**src/rtl/alu_iter.sv**
```systemverilog
// alu_iter: multi-cycle RISC-V ALU with an iterative 1-bit/cycle shifter and start/done handshake.
// Define ALU_BARREL_SHIFT_EN to replace the iterative shifter with a single-cycle barrel shifter.
module alu_iter #(
    parameter int WIDTH = 32
) (
    input  logic             clk,
    input  logic             reset,
    input  logic             start,
    input  logic [3:0]       ALUControl,
    input  logic [WIDTH-1:0] SrcA,
    input  logic [WIDTH-1:0] SrcB,
    output logic [WIDTH-1:0] ALUResult,
    output logic             Zero,
    output logic             busy,
    output logic             done
);
    localparam int SW = $clog2(WIDTH);

    logic [SW-1:0]    shamt;
    logic             slt;
    logic [WIDTH-1:0] alu_res;

    assign shamt = SrcB[SW-1:0];
    assign slt   = $signed(SrcA) < $signed(SrcB);

    always_comb begin
        alu_res = '0;
        case (ALUControl)
            4'b0000: alu_res = SrcA + SrcB;
            4'b0001: alu_res = SrcA - SrcB;
            4'b0010: alu_res = SrcA & SrcB;
            4'b0011: alu_res = SrcA | SrcB;
            4'b0101: alu_res = {{(WIDTH-1){1'b0}}, slt};
`ifdef ALU_BARREL_SHIFT_EN
            4'b0110: alu_res = SrcA << shamt;
            4'b1000: alu_res = SrcA >> shamt;
            4'b1110: alu_res = WIDTH'($signed(SrcA) >>> shamt);
`else
            // only shift-by-0 completes here; nonzero amounts run through SHIFT
            4'b0110, 4'b1000, 4'b1110: alu_res = SrcA;
`endif
            default: alu_res = '0;
        endcase
    end

`ifdef ALU_BARREL_SHIFT_EN
    logic [WIDTH-1:0] res_q;
    logic             zero_q;
    logic             done_q;

    always_ff @(posedge clk) begin
        if (reset) begin
            res_q  <= '0;
            zero_q <= 1'b1;
            done_q <= 1'b0;
        end else begin
            done_q <= start;
            if (start) begin
                res_q  <= alu_res;
                zero_q <= (alu_res == '0);
            end
        end
    end

    assign ALUResult = res_q;
    assign Zero      = zero_q;
    assign done      = done_q;
    assign busy      = 1'b0;
`else
    typedef enum logic {IDLE, SHIFT} state_t;

    state_t           state_q, state_d;
    logic [WIDTH-1:0] acc_q, acc_d, acc_sh, res_q, res_d;
    logic [SW-1:0]    cnt_q, cnt_d;
    logic [1:0]       op_q, op_d;
    logic             zero_q, done_q, done_d;
    logic             is_shift, launch, last;

    assign is_shift = ALUControl inside {4'b0110, 4'b1000, 4'b1110};
    assign launch   = start && is_shift && |shamt;
    assign last     = cnt_q == SW'(1);
    // op_q = {shift left, arithmetic fill}
    assign acc_sh   = op_q[1] ? {acc_q[WIDTH-2:0], 1'b0}
                              : {op_q[0] & acc_q[WIDTH-1], acc_q[WIDTH-1:1]};

    always_ff @(posedge clk) begin
        if (reset) begin
            state_q <= IDLE;
            acc_q   <= '0;
            cnt_q   <= '0;
            op_q    <= '0;
            res_q   <= '0;
            zero_q  <= 1'b1;
            done_q  <= 1'b0;
        end else begin
            state_q <= state_d;
            acc_q   <= acc_d;
            cnt_q   <= cnt_d;
            op_q    <= op_d;
            res_q   <= res_d;
            zero_q  <= (res_d == '0);
            done_q  <= done_d;
        end
    end

    always_comb begin
        state_d = (state_q == IDLE) ? (launch ? SHIFT : IDLE) : (last ? IDLE : SHIFT);
    end

    always_comb begin
        acc_d  = acc_q;
        cnt_d  = cnt_q;
        op_d   = op_q;
        res_d  = res_q;
        done_d = 1'b0;
        if (state_q == IDLE && start) begin
            if (launch) begin
                acc_d = SrcA;
                cnt_d = shamt;
                op_d  = {ALUControl == 4'b0110, ALUControl == 4'b1110};
            end else begin
                res_d  = alu_res;
                done_d = 1'b1;
            end
        end else if (state_q == SHIFT) begin
            acc_d = acc_sh;
            cnt_d = cnt_q - SW'(1);
            if (last) begin
                res_d  = acc_sh;
                done_d = 1'b1;
            end
        end
    end

    assign ALUResult = res_q;
    assign Zero      = zero_q;
    assign done      = done_q;
    assign busy      = (state_q == SHIFT);
`endif
endmodule

```
**config.mk**
```make
export PLATFORM = sky130hd
export DESIGN_NAME = alu_iter
export DESIGN_NICKNAME = d
export VERILOG_FILES = /design/src/rtl/alu_iter.sv
export SDC_FILE = /design/constraint.sdc
export NUM_CORES = 1
export LEC_CHECK = 0
export ABC_AREA = 1
export BUFFER_PORTS_ARGS = -buffer_cell sky130_fd_sc_hd__buf_2
export CAP_MARGIN = 20
export CORE_MARGIN = 4
export CORE_UTILIZATION = 50
export DETAILED_ROUTE_END_ITERATION = 12
export GPL_TIMING_DRIVEN = 0
export HOLD_SLACK_MARGIN = 0.02
export PLACE_DENSITY = 0.69
export SYNTH_ARGS = -nofsm -noshare
export SYNTH_HDL_FRONTEND = slang
export SYNTH_SLANG_ARGS = --single-unit
```
**constraint.sdc**
```tcl
create_clock -name clk -period 2.8 [get_ports clk]
set_clock_uncertainty 0.05 [all_clocks]
set_input_delay 0.42 -clock clk [delete_from_list [all_inputs] [get_ports clk]]
set_output_delay 0.42 -clock clk [all_outputs]
set_load 0.01 [all_outputs]
```
=== Word-level counts from Yosys, hierarchy flattened ===
Cells that the tools add are included.

* Register bits after elaboration: 74
* Bits in latches: 0
* RAM bits: 0
* Memory bits (read-only): 0
* Output and inout bits: 35
* Memories: 0

* Add/sub/neg operators: 3
* Multiply operators: 0
* Divide/modulo/power cells: 0
* Magnitude comparators: 1
* Equal/unequal tests: 9
* Shift operators: 0
* Muxes and demuxes: 19
* Bitwise logic cells: 4
* Reduce and logical (&&, ||, !) cells: 11

{| class="wikitable"
|+ Operators with widths
! kind !! number
|-
| $mux 32 || 8
|-
| $pmux 32 s6 || 1
|-
| $add 32x32->32 || 1
|-
| $and 32x32->32 || 1
|-
| $logic_not 32->1 || 1
|-
| $lt 32x32->1 || 1
|-
| $or 32x32->32 || 1
|-
| $sub 32x32->32 || 1
|-
| $mux 5 || 3
|-
| $eq 4x2->1 const B || 2
|-
| $eq 4x3->1 const B || 2
|-
| $eq 4x4->1 const B || 2
|-
| $mux 1 || 7
|-
| $eq 5x1->1 const B || 1
|-
| $reduce_or 5->1 || 1
|-
| $sub 5x1->5 const B || 1
|-
| $eq 4x1->1 const B || 1
|-
| $logic_not 4->1 || 1
|-
| $reduce_and 2->1 || 2
|-
| $logic_and 1x1->1 || 3
|-
| $reduce_bool 3->1 || 1
|-
| $reduce_or 3->1 || 1
|-
| $ne 2x2->1 const B || 1
|-
| $reduce_bool 2->1 || 1
|-
| 2 further kinds || 2
|}

=== Longest topological paths before layout ===
Gate-level depths: netlist of the first run.

* Depth after elaboration: 7
* Depth in mapped cells: 25
* Mapped depth without buffers: 24

=== Worst setup path after synthesis of the first run ===
OpenSTA, ideal clock, no wires.

* Path type: input -> register
* From: in SrcA[0]
* To: reg zero_q (netlist: Zero)
* Setup time: 122 ps
* Arrival time: 2,243 ps
* Required time: 2,628 ps
* Path slack: 385 ps
* Stages: 24
* Path buffers: 0
* Cells stage by stage: inv_1 ha_1 inv_1 fa_1 nand2_1 nand2_1 nand3_1 nand2_1 nand2_1 nand2_1 nand2_1 nand2_1 nand2_1 nand3_1 nand3_1 nand2_1 nand2_1 nand2_1 nand2_1 inv_1 nand2_1 nor2_1 nand3_1 nand2_1

* Cells in the longest elaborated chain, start to end: 5
* Elaborated cells between the ends (all ways): 9
* Classes of those cells: 2 x add/sub; 1 x order compare; 3 x mux; 2 x bitwise; 1 x reduce/logical

{| class="wikitable"
|+ RTL lines
! what !! RTL line !! text
|-
| from (decl) || 10 || <nowiki>input logic [WIDTH-1:0] SrcA,</nowiki>
|-
| $sub 32x32->32, or another cell as far along || 30 || <nowiki>4'b0001: alu_res = SrcA - SrcB;</nowiki>
|-
| $pmux 32 s6 (*) || 28 || <nowiki>case (ALUControl)</nowiki>
|-
| $mux 32 (*) || 117 || <nowiki>if (launch) begin</nowiki>
|-
| $mux 32 (*) || 116 || <nowiki>if (state_q == IDLE && start) begin</nowiki>
|-
| $logic_not 32->1 (*) || 101 || <nowiki>zero_q <= (res_d == '0);</nowiki>
|-
| to (signal assigned) || 101 ||
|-
| to (decl) || 76 || <nowiki>logic zero_q, done_q, done_d;</nowiki>
|}

Every way passes the cells marked *; elsewhere a longest branch is shown, timed or not.
A chain may end at the register's enable or synchronous reset.

=== Worst setup path after layout of the first run ===
* From: in SrcB[0]
* To: reg zero_q (netlist: Zero)

* Cells in the longest elaborated chain, start to end: 5
* Elaborated cells between the ends (all ways): 11
* Classes of those cells: 2 x add/sub; 1 x order compare; 3 x mux; 2 x bitwise; 3 x reduce/logical

{| class="wikitable"
|+ RTL lines
! what !! RTL line !! text
|-
| from (decl) || 11 || <nowiki>input logic [WIDTH-1:0] SrcB,</nowiki>
|-
| $sub 32x32->32, or another cell as far along || 30 ||
|-
| $pmux 32 s6 or $logic_and 1x1->1 (tied branches) || 28, 80 ||
|-
| $mux 32 (*) || 117 ||
|-
| $mux 32 (*) || 116 ||
|-
| $logic_not 32->1 (*) || 101 ||
|}

Marked as above.

==> results of run 1 <==
cells by family (layout without fill, tap and decap cells):
group           Yosys count  after routing  share of synthesized area [%]
buf+inv                 455            588                          16.23
xor+xnor                  4              4                         0.3251
flops                    74             74                          13.75
fa+ha+maj               107            107                          12.56
compound gates          246            246                          12.69
simple gates           1177           1177                          44.45
state kept, by name, indices dropped and copies added (netlist names):
signal and cells:
op_q 2, cnt_q 5, ALUResult 32, busy 1
acc_q 32, done 1, Zero 1
timing repair:
action,4_1_cts,5_1_grt
endpoints found under the setup margin,2,3
gates resized for setup,56,298
pin swaps,4,46
buffers inserted,0,15
per-layer routing:
layer	share of wire, %	GRT usage [%]	vias up
met3	8.1	4.449	109
li1	-	-	6692
met1	43	49.10	6325
met2	44	56.22	642
met5	0	0	-
met4	5.0	13.29	0
worst max path at each step:
stage	startpoint	endpoint	slack, ns	cells after the start
after floorplan	SrcA[0]	Zero	0.38	24
after global placement	SrcA[21]	Zero	-0.66	21
after detailed placement	SrcA[21]	Zero	-0.67	22
after CTS	SrcA[6]	Zero	0.002	21
after global routing	SrcA[11]	Zero	-0.08	23
final	SrcB[0]	Zero	0.07	22
per-stage QoR:
stage	power (uW)	cells	utilization, %	hold WS, ns
finish	4635	2471	62.53	0.3451
global route	4909	2471	62.53	0.3725
CTS	4286	2456	57.45	0.3483
detailed placement	3104	2442	55.21	0.4659
global placement	3079	2442	55.21	0.4566
floorplan	2464	2063	-	0.4226
report_power, final:
part           internal, uW  switching, uW
Sequential             1140           63.6
Clock                   707            449
Combinational           742           1530
synthesized netlist by cell type, drive strengths merged (6+ instances only):
cell | instances | area (um^2)
a21oi | 80 | 400.4
a31oi | 31 | 193.9
buf | 36 | 175.2
clkbuf | 49 | 185.2
dfxtp | 74 | 1481
ha | 105 | 1314
inv | 369 | 1385
nand2 | 779 | 2924
nand3 | 202 | 1016
nand4 | 23 | 143.9
nor2 | 144 | 545.5
nor3 | 18 | 90.09
o21ai | 85 | 425.4
o21bai | 6 | 45.04
o22ai | 29 | 181.4
worst max-delay path: stages:
cell and delay, ns:
buf_2 0.19, ha_2 0.21, inv_2 0.04, fa_2 0.41, nand2_2 0.11, nand2_4 0.07, nand4_1 0.14, nand2_4 0.12
nand2_4 0.08, nand2_2 0.08, nand2_2 0.09, nand2_1 0.09, nand2_2 0.13, nand3_2 0.10, nand2_2 0.08, nand2_1 0.07
nand2_1 0.08, nand2_1 0.06, nand4_1 0.10, nor2_2 0.07, nand3_1 0.08, nand2_1 0.05
layout make-up:
cell class                      instances  area, um^2
Clock buffer                           12       246.5
Tap cell                              275       344.1
Timing Repair Buffer                  119       674.4
Inverter                              370        1391
Fill cell                            2169        7901
Multi-Input combinational cell       1534        8519
Sequential cell                        74        1481
Clock inverter                          3       40.04
Buffer                                 84       489.2
==> results.cfg, run 1 <==
[min_path]
min_from = SrcA[26]
holdCritPathClass = in -> reg
min_delay_path_depth = 3
whs_endpoint = acc_q[26]

[layout]
drive_above_1_share_pct = 17.76
layout_commonest_cell = nand2_1
antennaDiodeCount = 0
layout.nets = 2370
finalInstanceArea_um2 = 13190
layout_common_cells = 709 x nand2_1, 348 x inv_1, 157 x nand3_1
areaGrowthSynthToFinish_pct = 22.35

[synthesis]
ys_seq_area_share_pct = 13.75
async_reset_ff_share_pct = 0
synth_warnings = 0
synthCells = 2063
synth_edf_count = 0
postSynthRegisterBits = 74
netlist_area_um2 = 10780
syn_area_per_cell_um2 = 5.224
synth_cell_types = 38
synth_nets = 2241
synth_ff_type = dfxtp_1

[timing]
finalCritPeriodShare_pct = 97.41
setup_viol = 0
worst_slack_ns = 0.07254
finalHoldViolCount = 0
slew_headroom_pct = 54.13
tightestPinTransition_ns = 0.6880
min_period_ns = 2.727
slew_viol_final = 0
fin_setup_tns_ns = 0
fmax_mhz = 366.6

[clocking]
cts_tree = yes
root_buffer = clkbuf_16
clock-sinks = 74
cts.path.max_buffers = 2
clk_latency_ns = 0.35
tritoncts.num_buffers = 9
h-tree-depth = 3
postCtsHoldBufs = 0
path_clk_slew_ns = 0.06

[route]
drt_iter0_drc = 1368
vias = 13770
drc_errors = 0
drtPass1Iterations = 5
post_drt_wl_per_cell_um = 18.21
drtAntennaViolNets = 0
drt_wl_total_mm = 45.00
viasPerCell = 5.572

[floorplanning]
design.die.area_um2 = 23970
initial_utilization_pct = 51.11
die_h_um = 154.8
die_w_um = 154.8
core.rowCount = 53
core_area_um2 = 21090
pin_count = 106

[setup_path]
crit_path_start_kind = primary input
timing_worst_setup_path_type = in -> reg
worst_r2r_startpoint = busy
r2r_slack_ns = 0.28
rr_worst_depth = 14
endpoint_kind = flop
reg2reg_to = Zero
crit_arrival_ns = 2.88
critPathRequiredTime_ns = 2.96
cp_max_fo = 5

[grt]
grt_use_total_pct = 35.41
grt_pass1_vias = 12100
antenna_found_initial = 0
grt_max_degree = 12
grt_overflow = 0
grt_pass1_wl_mm = 66.81

[placed_design]
place_ws_ns = -0.6654
place_congestion = 1.061
hpwlAfterDp_mm = 36.68
portBuffers = 104
placed_cell_area_um2 = 11640

[power_and_ir_drop]
peakVddDrop_mv = 0.3260
cellLeakagePower_uw = 0.007238
power_density_nw_per_um2 = 351.5

[run]
cap_viol_max_count = 0

[status]
status = completed
Power figures use the tool's default switching activity.
==> run 2, diff against run 1 <==
Settings changed: REMOVE_ABC_BUFFERS set to 1.
==> results.cfg, run 2 (synthesized netlist as in run 1, its figures left out) <==
[status]
status = completed

[min_path]
whs_endpoint = acc_q[31]
min_delay_path_depth = 3
min_from = SrcA[31]
holdCritPathClass = in -> reg

[setup_path]
path_cells = buf_2, inv_1, ha_4, inv_1, nand2_1, nand2_1, nand2_1, nand3_2, nand2_1, nand3_1, nand2_1, nand3_1, nand3_1, nand3_2, nand2_1, nand2_1, nand2_1, nand2_1, inv_1, nand2_1, nor2_2, nand3_1, nand2_1
critPathRequiredTime_ns = 3.01
slowest_delay_ns = 0.32
timing_worst_setup_path_type = in -> reg
crit_arrival_ns = 2.89
cp_max_fo = 8
r2r_slack_ns = 0.21
critPathSlowestCell = ha_4
crit_path_start_kind = primary input
worstSetupStartpoint = SrcA[2]
endpoint_kind = flop
cp_common_cell = nand2_1
worst_r2r_startpoint = busy
rr_worst_depth = 15
reg2reg_to = Zero

[route]
drt_wl_total_mm = 40.51
drc_errors = 0
drtAntennaViolNets = 0
drtPass1Iterations = 5
drt_iter0_drc = 1081
post_drt_wl_per_cell_um = 16.84
viasPerCell = 5.466
vias = 13150

[grt]
grt_max_degree = 72
antenna_found_initial = 0
grt_overflow = 0
grt_pass1_wl_mm = 61.67
grt_pass1_vias = 11760
grt_use_total_pct = 32.30

[clocking]
cts_tree = yes
clk_latency_ns = 0.35
clock-sinks = 74
root_buffer = clkbuf_16
path_clk_slew_ns = 0.06
cts.path.max_buffers = 2
postCtsHoldBufs = 0
tritoncts.num_buffers = 9
h-tree-depth = 3

[timing]
min_period_ns = 2.675
finalHoldViolCount = 0
worst_slack_ns = 0.1248
slew_headroom_pct = 25.77
fmax_mhz = 373.8
tightestPinTransition_ns = 1.112
fin_setup_tns_ns = 0
slew_viol_final = 0
setup_viol = 0
finalCritPeriodShare_pct = 95.54

[run]
cap_viol_max_count = 0

[placed_design]
portBuffers = 105
hpwlAfterDp_mm = 30.99
place_ws_ns = -1.992
placed_cell_area_um2 = 11440
place_congestion = 0.9988

[layout]
areaGrowthSynthToFinish_pct = 17.76
layout.nets = 2304
finalInstanceArea_um2 = 12690
drive_above_1_share_pct = 13.37
layout_commonest_cell = nand2_1
layout_common_cells = 752 x nand2_1, 359 x inv_1, 178 x nand3_1
antennaDiodeCount = 0
fillCellCount = 2166

[floorplanning]
design.die.area_um2 = 23970
core_area_um2 = 21090
pin_count = 106
initial_utilization_pct = 51.11
die_h_um = 154.8
core.rowCount = 53
die_w_um = 154.8

[power_and_ir_drop]
peakVddDrop_mv = 0.2717
cellLeakagePower_uw = 0.006958
power_density_nw_per_um2 = 351.9
-- run 2: cell types whose count changed in the layout (fill, tap and decap cells not counted), moves of 10 or more --
cell      previous run  this run
clkbuf_1            49         2
nand3_2             37        22
nor2_1              92       111
inv_1              348       359
nand2_2             59        25
inv_2               20         4
ha_4                 9        23
buf_6               14         0
ha_1                95        76
nor2_4              23         6
nand2_1            709       752
nand3_1            157       178
clkbuf_4            16         6
-- run 2: per-layer routing --
metal | part of all wire (%) | vias up | track usage, % | wire, um
li1 | - | 6571 | - | -
met1 | 42 | 5931 | 41.42 | 16990
met2 | 45 | 533 | 52.33 | 18090
met3 | 7.0 | 116 | 4.421 | 2839
met4 | 6.4 | 0 | 17.75 | 2594
met5 | 0 | - | 0 | 0
-- run 2: per-stage QoR --
step	power [uW]	hold WS (ns)	cells	utilization, %
floorplan	2427	0.4226	1978	-
global placement	3000	0.4583	2358	53.52
detailed placement	3040	0.4712	2364	54.25
CTS	4249	0.3388	2384	56.53
global route	4744	0.3463	2406	60.19
finish	4466	0.3437	2406	60.19
-- run 2: repair_timing --
action | CTS | global route
gates cloned | 2 | 0
buffers inserted | 2 | 22
endpoints found under the setup margin | 73 | 37
pin swaps | 2 | 22
resized for setup | 45 | 141
-- run 2: report_power, final --
part / switching, uW / leakage [uW] / total, uW / internal [uW]
registers: 62.8 / 0.000610 / 1210 / 1140
clock network: 470 / 0.000143 / 1190 / 715
logic: 1370 / 0.00621 / 2080 / 705
-- run 2: cell type report --
cell class	instances	area (um^2)	area share, %
multi-input cells	1535	8222	64.78
flip-flops and latches	74	1483	11.68
inverters	370	1445	11.39
repair buffers	135	893.4	7.039
well taps	275	344.1	2.711
clock buffers	12	246.5	1.942
clock inverters	4	51.30	0.4042
repair inverters	1	7.507	0.05915
-- run 2: how the worst max path moves through the flow --
stage                           end  slack, ns  cells after the start
final                          Zero       0.12                     23
after global routing           Zero      -0.03                     25
after CTS                      Zero      0.002                     20
after detailed placement  acc_q[14]      -1.99                     12
after global placement         Zero      -2.72                     11
after floorplan                Zero      -0.85                     11
-- run 2: worst max-delay path: cells and delay by family --
| family | cells | cell delay (ns) |
|---|---|---|
| buf+inv | 4 | 0.40 |
| fa+ha+maj | 1 | 0.32 |
| simple gates | 18 | 1.72 |
